**src/rtl/lfsr_noise_gen.sv**
```systemverilog
// XNOR Fibonacci LFSR noise source for the DDS noise waveform, with runtime seed load,
// an update-rate divider, an all-ones lock-up guard, a wrap marker and optional signed output.
module lfsr_noise_gen #(
    parameter int unsigned    N      = 14,
    parameter int unsigned    M      = 12,
    parameter logic [N-1:0]   TAPS   = N'(14'h3802),
    parameter logic [N-1:0]   SEED   = '0,
    parameter int unsigned    DIV_W  = 8,
    parameter bit             SIGNED = 1'b0
) (
    input  logic             clk,
    input  logic             rst,
    input  logic             en,
    input  logic [DIV_W-1:0] div,
    input  logic             seed_load,
    input  logic [N-1:0]     seed,
    output logic [M-1:0]     noise,
    output logic             step,
    output logic             wrap
);

    localparam logic [N-1:0] ONES      = '1;
    localparam logic [M-1:0] SIGN_MASK = SIGNED ? {1'b1, {(M-1){1'b0}}} : '0;

    logic [N-1:0]     shift_q, shift_d;
    logic [N-1:0]     seed_q, seed_d;
    logic [DIV_W-1:0] cnt_q, cnt_d;
    logic             step_q, step_d;
    logic             wrap_q, wrap_d;
    logic             fb;
    logic [N-1:0]     adv;
    logic [N-1:0]     seed_eff;

    // Next-state: seed_load outranks the divider; en low freezes everything.
    always_comb begin
        shift_d  = shift_q;
        seed_d   = seed_q;
        cnt_d    = cnt_q;
        step_d   = 1'b0;
        wrap_d   = 1'b0;
        fb       = ~^(shift_q & TAPS);
        adv      = {shift_q[N-2:0], fb};
        seed_eff = (seed == ONES) ? SEED : seed;

        if (seed_load) begin
            shift_d = seed_eff;
            seed_d  = seed_eff;
            cnt_d   = '0;
        end else if (en) begin
            if (cnt_q >= div) begin
                // All-ones is the XNOR fixed point; escape by reloading the seed.
                shift_d = (shift_q == ONES) ? seed_q : adv;
                step_d  = 1'b1;
                wrap_d  = (shift_d == seed_q);
                cnt_d   = '0;
            end else begin
                cnt_d = cnt_q + DIV_W'(1);
            end
        end
    end

    always_ff @(posedge clk) begin
        if (rst) begin
            shift_q <= SEED;
            seed_q  <= SEED;
            cnt_q   <= '0;
            step_q  <= 1'b0;
            wrap_q  <= 1'b0;
        end else begin
            shift_q <= shift_d;
            seed_q  <= seed_d;
            cnt_q   <= cnt_d;
            step_q  <= step_d;
            wrap_q  <= wrap_d;
        end
    end

    assign noise = shift_q[N-1 -: M] ^ SIGN_MASK;
    assign step  = step_q;
    assign wrap  = wrap_q;

endmodule

```
**config.mk**
```make
export PLATFORM = sky130hd
export DESIGN_NAME = lfsr_noise_gen
export DESIGN_NICKNAME = d
export VERILOG_FILES = /design/src/rtl/lfsr_noise_gen.sv
export SDC_FILE = /design/constraint.sdc
export NUM_CORES = 1
export LEC_CHECK = 0
export ABC_AREA = 1
export BUFFER_PORTS_ARGS = -buffer_cell sky130_fd_sc_hd__clkbuf_2
export CAP_MARGIN = 20
export CORE_MARGIN = 3
export CORE_UTILIZATION = 50
export CTS_CLUSTER_SIZE = 8
export DETAILED_ROUTE_END_ITERATION = 6
export HOLD_SLACK_MARGIN = 0.02
export MAX_ROUTING_LAYER = met4
export PLACE_DENSITY = 0.72
export SLEW_MARGIN = 20
export SYNTH_ARGS = -nofsm -noshare
export SYNTH_HDL_FRONTEND = slang
export SYNTH_SLANG_ARGS = --single-unit
```
**constraint.sdc**
```tcl
create_clock -name clk -period 2.6 [get_ports clk]
set_input_delay 0.39 -clock clk [delete_from_list [all_inputs] [get_ports clk]]
set_output_delay 0.39 -clock clk [all_outputs]
set_load 0.1 [all_outputs]
```
Word level (Yosys, flattened, before mapping). Index checks and enable logic that the tools add are counted.

Shift operators: 0. Multipliers: 0. Div/mod/pow operators: 0. Muxes and demuxes: 7. Order comparisons: 1. Equal/unequal tests: 3. Reductions and logical operators: 7. Bitwise operators: 2. $add $sub $neg: 1.

Operators with widths (number): $mux W14 (5); $eq A14 B14 Y1 const B (2); $eq A14 B14 Y1 (1); $reduce_xnor A14 Y1 (1); $add A8 B1 Y8 const B (1); $ge A8 B8 Y1 (1); $mux W8 (1); $reduce_bool A2 Y1 (2); $reduce_or A4 Y1 (1); $reduce_or A3 Y1 (1); $not A1 Y1 (2); $reduce_and A2 Y1 (1); $reduce_or A2 Y1 (1); $mux W1 (1).

Register bits after elaboration: 38. ROM bits: 0. Output and inout port bits: 14. Memories kept: 0. Input bits: 26. Memory bits (writable): 0. Latch bits: 0.

Logic depth before layout (Yosys ltp). Gate-level depths: netlist of the first run.

Word-level depth: 5. Mapped depth: 13. Depth with buffers taken out: 12.

Worst setup path before layout of the first run. No wires, ideal clock.

Path kind: input to register. Start: input div[7]. End: register shift_q[0]. Library setup time: 0.112 ns. Buffers on the path: 1. Data required time: 2.488 ns. Data arrival time: 1.587 ns. Slack: 0.902 ns. Cell stages on the path: 12. Path through: inv_1 > ha_1 > nand2_1 > nor2_1 > nand4_1 > nand3_1 > nand2_1 > nand2_2 > inv_1 > buf_2 > nor2_1 > nor2_1.

Longest elaborated chain between the ends: 3.

RTL lines: from (decl) (RTL line 14) `input logic [DIV_W-1:0] div,`; $ge A8 B8 Y1 (RTL line 50) `if (cnt_q >= div) begin`; $reduce_bool A2 Y1 (no source line); $reduce_and A2 Y1 (no source line); to (signal assigned) (RTL line 70) `shift_q <= shift_d;`; to (decl) (RTL line 25) `logic [N-1:0] shift_q, shift_d;`.

Every way passes these cells. A chain may end at the register's enable or synchronous reset.

Worst setup path in the final report of the first run.
Start: register shift_q[12]. End: register wrap_q (netlist: wrap).

Longest elaborated chain between the ends: 3. Elaborated cells between the ends (all ways): 4.

RTL lines: $eq A14 B14 Y1 / $reduce_xnor A14 Y1 (equally long branches) (RTL line 52, 41); $mux W14 (*) (RTL line 52) `shift_d = (shift_q == ONES) ? seed_q : adv;`; $eq A14 B14 Y1 (*) (RTL line 54) `wrap_d = (shift_d == seed_q);`; to (signal assigned) (RTL line 74) `wrap_q <= wrap_d;`; to (decl) (RTL line 29) `logic wrap_q, wrap_d;`.

Every way passes the cells marked *; elsewhere a longest branch is shown, timed or not.

==> metrics, run 1 <==
status=complete, no violations; total grt overflow=0; Final period util=0.717; vias in the first global route=2007; Syn Area/Cell=around 6.6 sq um; Max IR drop VDD=0.257 mV; # DRC=0; sequential fraction of the synthesis area=0.318; drt via density=5.30; routed vias=2325; clk sinks=38; Setup crit start kind=register; most used cell, CP=nand2_1; final estimated routing congestion in global placement=0.879; post-cts repair resize count=0; Commonest cells post-synth=69 x nand2_1, 52 x inv_1, 50 x nor2_1, 42 x nand3_1, 38 x dfxtp_1; max cap viols=0; top post-synthesis cells by area=dfxtp_1 32%, nand2_1 11%, nand3_1 8.8%; Die X=between 70 and 80 microns; CTS root buffer=clkbuf_8; part of the power in registers=0.472; pin count of the biggest net entering global routing=29; max incr delay on CP=0.39 ns; Chip Height=75.2 microns; Rel. slew slack=0.638; Worst EP arrival=2.08 ns; worst path cell trace=ha_1 > nand2_1 > nor2_2 > nand3_4 > nand2_1 > nand2_1 > a21oi_1 > nand2_1 > nor2_1; First-pass DRT Iterations=4; DIE AREA=approximately 5700 sq um; asr flop ratio synth=0; max-slew violation count=0; clock slew at reported path FFs=0.08 ns; Worst-Skew Late Latency=0.29 ns; unique cell type count in the Yosys netlist=29; CTS tree=yes; initial drt markers=169; # IOs=40; CP max FO=28; reg2reg path depth=9; Post-Synthesis Cells=362; Warnings, synthesis=0; FF+latch count, synth=38; DP HPWL=4500 microns; Setup crit start=shift_q[12]; Least-Margin Pin Slew=roughly 0.54 ns; Core Rows=24; sw frac=0.352; Reg2Reg Setup Slack=approximately 0.74 ns; core area=approximately 4500 sq um; CP endpoint=wrap; critical path class=register to register; Critical R2R Capture=wrap; Clock power frac=0.282; number of synthesized flops with an enable pin=0; Power Dens Cells=528 nW/um^2; Post-Route WL=5890 microns; Comb pwr share=0.246; port buffer count=39; Post-Route Skew=0.00355 ns; top-area cell type share of the netlist area=0.318; number of diodes=0; Hold WC Path Type=input port to register; switching power=485 uW; final setup vio count=0; count leader, synth=nand2_1; Top FF cell, synth=dfxtp_1; Final Net Count=423; Pleak=1.27 nW; synthesis-to-layout area growth=8.84%; Post-DP Area=2520 sq um; clock buffer count from CTS=5; Crit. End Element=register; fmax=537 MHz; Final Hold Vio Count=0; final instance area=2600 sq um; min cycle time layout=1.86 ns; ANT nets after route=0; Worst R2R Start=shift_q[12]; Cell Area, Synth=about 2400 sq um; post-route setup TNS=0 ns; slowest CP cell=dfxtp_1; Post-CTS Setup Bufs=0; Worst Path Required=about 2.8 ns; initial antenna violation count=0; routed length per instance=13.4 microns; GRT Overall Usage=0.227; largest area contributor in the netlist=dfxtp_1; H-tree level count=2; clk buf depth=2; hold_buf cts=0; layout cells sized above 1=0.158; first-pass GRT wire length=9470 microns; synthesized net count=398; Pint=890 uW; Initial Util=0.535; RSZ-0062 raised after global routing=no
final cells by class:
class	count	area (sq um)
inverter	52	195
clock inverter	2	10.0
tap	52	65.1
multi-input combinational	247	1280
clock buffer	5	68.8
fill	425	1870
sequential	38	761
timing repair buffer	43	225
placed cells by master, fill, tap and decap left out:
cell      netlist  final
a21oi_1         4      4
buf_4          12      4
clkbuf_2        0     39
clkbuf_8        0      5
clkinv_2        0      2
dfxtp_1        38     38
ha_1           10     10
inv_1          52     52
nand2_1        69     69
nand2_2         2      2
nand3_1        42     42
nand3_2         4      4
nand3_4         1      1
nand3b_1        1      1
nand4_1         8      8
nor2_1         50     50
nor2_2          2      2
nor2_4          1      1
nor3_1          3      3
nor3_2          1      1
nor3b_1         2      2
o21a_1          1      1
o21ai_0        21     21
o21ai_1         1      1
o221ai_1        1      1
o22ai_1        17     17
xnor2_1         2      2
xor2_1          4      4
layer usage:
metal,vias up,global-route usage,wire [microns]
met5,-,-,0
met4,0,0.0466,54
met3,7,0.0494,487
met2,81,0.319,2490
met1,1026,0.334,2860
li1,1211,-,-
worst min path at each step:
stage,start,to,slack [ns],cells after the start
2_1_floorplan,seed_q[2],seed_q[2],0.48,2
3_3_place_gp,seed_q[2],seed_q[2],0.50,2
3_5_place_dp,seed_q[12],seed_q[12],0.51,2
4_1_cts,seed[9],seed_q[9],0.39,3
5_1_grt,seed[9],seed_q[9],0.41,3
6_report,seed[9],seed_q[9],0.40,3
registers in the layout, indices dropped and copies added, names as in the netlist:
name	flops
wrap	1
step	1
shift_q	14
cnt_q	8
seed_q	14
cells by family (layout without fill, tap and decap cells):
logic type,count (synthesis),after routing,synth area share
AOI/OAI and AO/OA,45,45,0.106
xor gates and xnor gates,6,6,0.0220
adders and majority gates,10,10,0.0523
buffers and inverters,77,102,0.147
DFF,38,38,0.318
and+or+nand+nor,186,186,0.355
worst max-delay path, delay by kind of cell, from the launching register on:
family	cells	cell delay [ns]
AND/OR/NAND/NOR	7	1.03
AO/OA/AOI/OAI	1	0.18
adder cells (fa/ha/maj)	1	0.19
flip-flops	1	0.39
power by group through the flow:
stage	clock [mW]	sequential (mW)	combinational [mW]
2_1_floorplan	0	0.650	0.280
3_3_place_gp	0	0.660	0.333
3_5_place_dp	0	0.661	0.336
4_1_cts	0.392	0.648	0.337
5_1_grt	0.419	0.653	0.372
6_report	0.388	0.649	0.338
through the flow:
step	cells	hold WS [ns]	total power [mW]	setup WS [ns]	util
floorplan	362	0.480	0.931	0.902	-
global placement	432	0.501	0.993	0.633	0.564
detailed placement	432	0.510	0.997	0.566	0.564
CTS	439	0.392	1.38	0.738	0.582
global route	439	0.409	1.44	0.526	0.582
finish	439	0.395	1.37	0.737	0.582
Power figures use the tool's default switching activity.
==> run 2: changes to the inputs <==
- PLACE_DENSITY: 0.72 -> 0.75
- clock period: 2.6 -> 1.55 ns (I/O delays scaled with it)
==> metrics, run 2 (synthesized netlist as in run 1, its figures left out) <==
status=complete, but fails checks; failing checks=setup timing; DP Worst Slack=-0.191 ns (-0.757 ns); H-tree level count=2 (unchanged); max cap viols=0 (unchanged); pin count of the biggest net entering global routing=22 (-24%); Final Net Count=455 (+7.6%); Buf+Inv Stages, Crit Path=1 (+1); storage element area=772 sq um (+1.5%); Hold WC Path Type=input port to register; post-route setup TNS=-0.625 ns (-0.625 ns); drt via density=5.53 (+4.3%); min cycle time layout=1.63 ns (-0.238 ns); most common cell after layout, fill and taps aside=nand2_1; slowest CP cell=dfxtp_2; Least-Margin Pin Slew=0.552 ns (+0.00945 ns); Tot Pwr=2.85 mW (+110%); Final Hold Vio Count=0 (unchanged); fillers=321 (-24%); number of diodes=0 (unchanged); clk sinks=38 (unchanged); Comb pwr share=0.262 (+0.016); core area=4470 sq um (unchanged); total grt overflow=0 (unchanged); Max IR drop VDD=0.514 mV (+100%); ANT nets after route=0 (unchanged); switching power=888 uW (+83%); Rel. slew slack=0.634 (-0.00434); Final period util=1.05 (+0.332); Initial Util=0.535 (unchanged); final estimated routing congestion in global placement=0.932 (+6.0%); CP delay by family, top=simple AND/OR/NAND/NOR gates; worst setup margin=-0.0751 ns (-0.812 ns); fmax=615 MHz (+15%); Clock power frac=0.366 (+0.084); port buffer count=39 (unchanged); First-pass DRT Iterations=6 (+2); clock slew at reported path FFs=0.08 ns (about the same); Worst-Skew Late Latency=0.29 ns (about the same); Worst Path Required=1.74 ns (-1.08 ns); Core Rows=24 (unchanged); DIE AREA=5650 sq um (unchanged); CTS root buffer=clkbuf_8; layout cells sized above 1=0.340 (+0.183); Post-Route WL=6940 microns (+18%); Pleak=1.51 nW (+19%); Die X=75.2 microns (unchanged); critical path class=register to register; RSZ-0062 raised after global routing=yes; synthesis-to-layout area growth=34.1%; max incr delay on CP=0.34 ns (-0.05 ns); first-pass GRT wire length=10900 microns (+15%); max-slew violation count=0 (unchanged); clock buffer count from CTS=5 (unchanged); initial drt markers=234 (+38%); # DRC=0 (unchanged); routed vias=2608 (+12%); Pint=1.96 mW (+120%); worst path cell trace=ha_4 > a21oi_2 > o21ai_1 > nand2_1 > nand3_2 > nand2_4 > nand2_8 > clkinvlp_4 > nor2_2 > nor2_1; # IOs=40 (unchanged); final setup vio count=15 (+15); CP max FO=6 (-79%); CTS tree=yes; Chip Height=75.2 microns (unchanged); commonest non-fill, non-tap cells in the layout=61 x nand2_1, 47 x inv_1, 40 x nor2_1, 40 x buf_4, 38 x nand3_1; Worst EP arrival=1.82 ns (-0.26 ns); Final Hold Slack=0.231 ns (-0.164 ns); part of the power in registers=0.371 (-0.101); Setup crit start kind=register; vias in the first global route=2328 (+16%); Power Dens Cells=889 nW/um^2 (+68%); routed length per instance=14.7 microns (+9.5%); GRT Overall Usage=0.264 (+0.0369); Multi-input gate area=1510 sq um (+18%); sw frac=0.311 (-0.0409); Crit. End Element=register; biggest registers after layout=seed_q (14), shift_q (14), cnt_q (8); clk buf depth=2 (unchanged); Post-Route Skew=0.00452 ns (+0.000976 ns); DP HPWL=4780 microns (+6.3%); initial antenna violation count=0 (unchanged)
-- run 2: changes by cell type in the layout (fill, tap and decap cells not counted), moves of 4 or more --
cell      before  now
ha_1          10    2
inv_1         52   47
ha_4           0    7
nor2_1        50   40
dfxtp_2        0    9
buf_4          4   40
nand2_1       69   61
clkbuf_2      39   30
nand3_1       42   38
inv_2          0    4
nand3_2        4    8
nor2_2         2   10
nand2_4        0    4
dfxtp_1       38   29
-- run 2: final timing paths --
check | start | end | slack, ns | cells past startpoint
worst max-delay path | cnt_q[1] | shift_q[5] | -0.08 | 10
worst min-delay path | seed[9] | seed_q[9] | 0.23 | 3
worst max register to register | cnt_q[1] | shift_q[5] | -0.08 | 10
worst min register to register | seed_q[7] | seed_q[7] | 0.53 | 2
-- run 2: final cells by class --
type | count | area share
Clock inverter | 2 | 0.0187
Timing Repair Buffer | 74 | 0.158
Inverter | 52 | 0.0620
Clock buffer | 6 | 0.0257
Timing Repair inverter | 1 | 0.00234
Multi-Input combinational cell | 247 | 0.472
Tap cell | 52 | 0.0203
Sequential cell | 38 | 0.241
-- run 2: metal layers --
layer	vias to the layer above	part of all wire	global-route usage
met2	119	0.46	0.404
met4	0	0.030	0.0680
met1	1182	0.43	0.362
li1	1279	-	-
met5	-	0	-
met3	28	0.082	0.0454
-- run 2: worst min-delay path: cells and delay by family --
kind | cells | cell delay (ns)
buf+inv | 1 | 0.09
simple gates | 1 | 0.09
compound gates | 1 | 0.06
-- run 2: power by group through the flow --
stage / clock, mW / combinational [mW] / sequential (mW)
final: 1.04 / 0.748 / 1.06
after global routing: 1.11 / 0.807 / 1.06
after CTS: 1.05 / 0.699 / 1.06
after detailed placement: 0 / 0.665 / 1.08
after global placement: 0 / 0.658 / 1.07
after floorplan: 0 / 0.472 / 1.09
-- run 2: stage by stage --
stage,utilization,area (sq um),std cells
detailed placement,0.621,2780,460
CTS,0.696,3120,472
finish,0.717,3210,472
global placement,0.621,2780,460
floorplan,-,2400,362
global route,0.717,3210,472
-- run 2: what timing repair did --
| item | in CTS | in global routing |
|---|---|---|
| endpoints found under the setup margin | 23 | 23 |
| gates cloned | 1 | 0 |
| endpoints found under the hold margin | 0 | 0 |
| setup buffers | 3 | 0 |
| pin swaps | 12 | 10 |
| gates resized for setup | 38 | 27 |
| hold buffers | 0 | 0 |
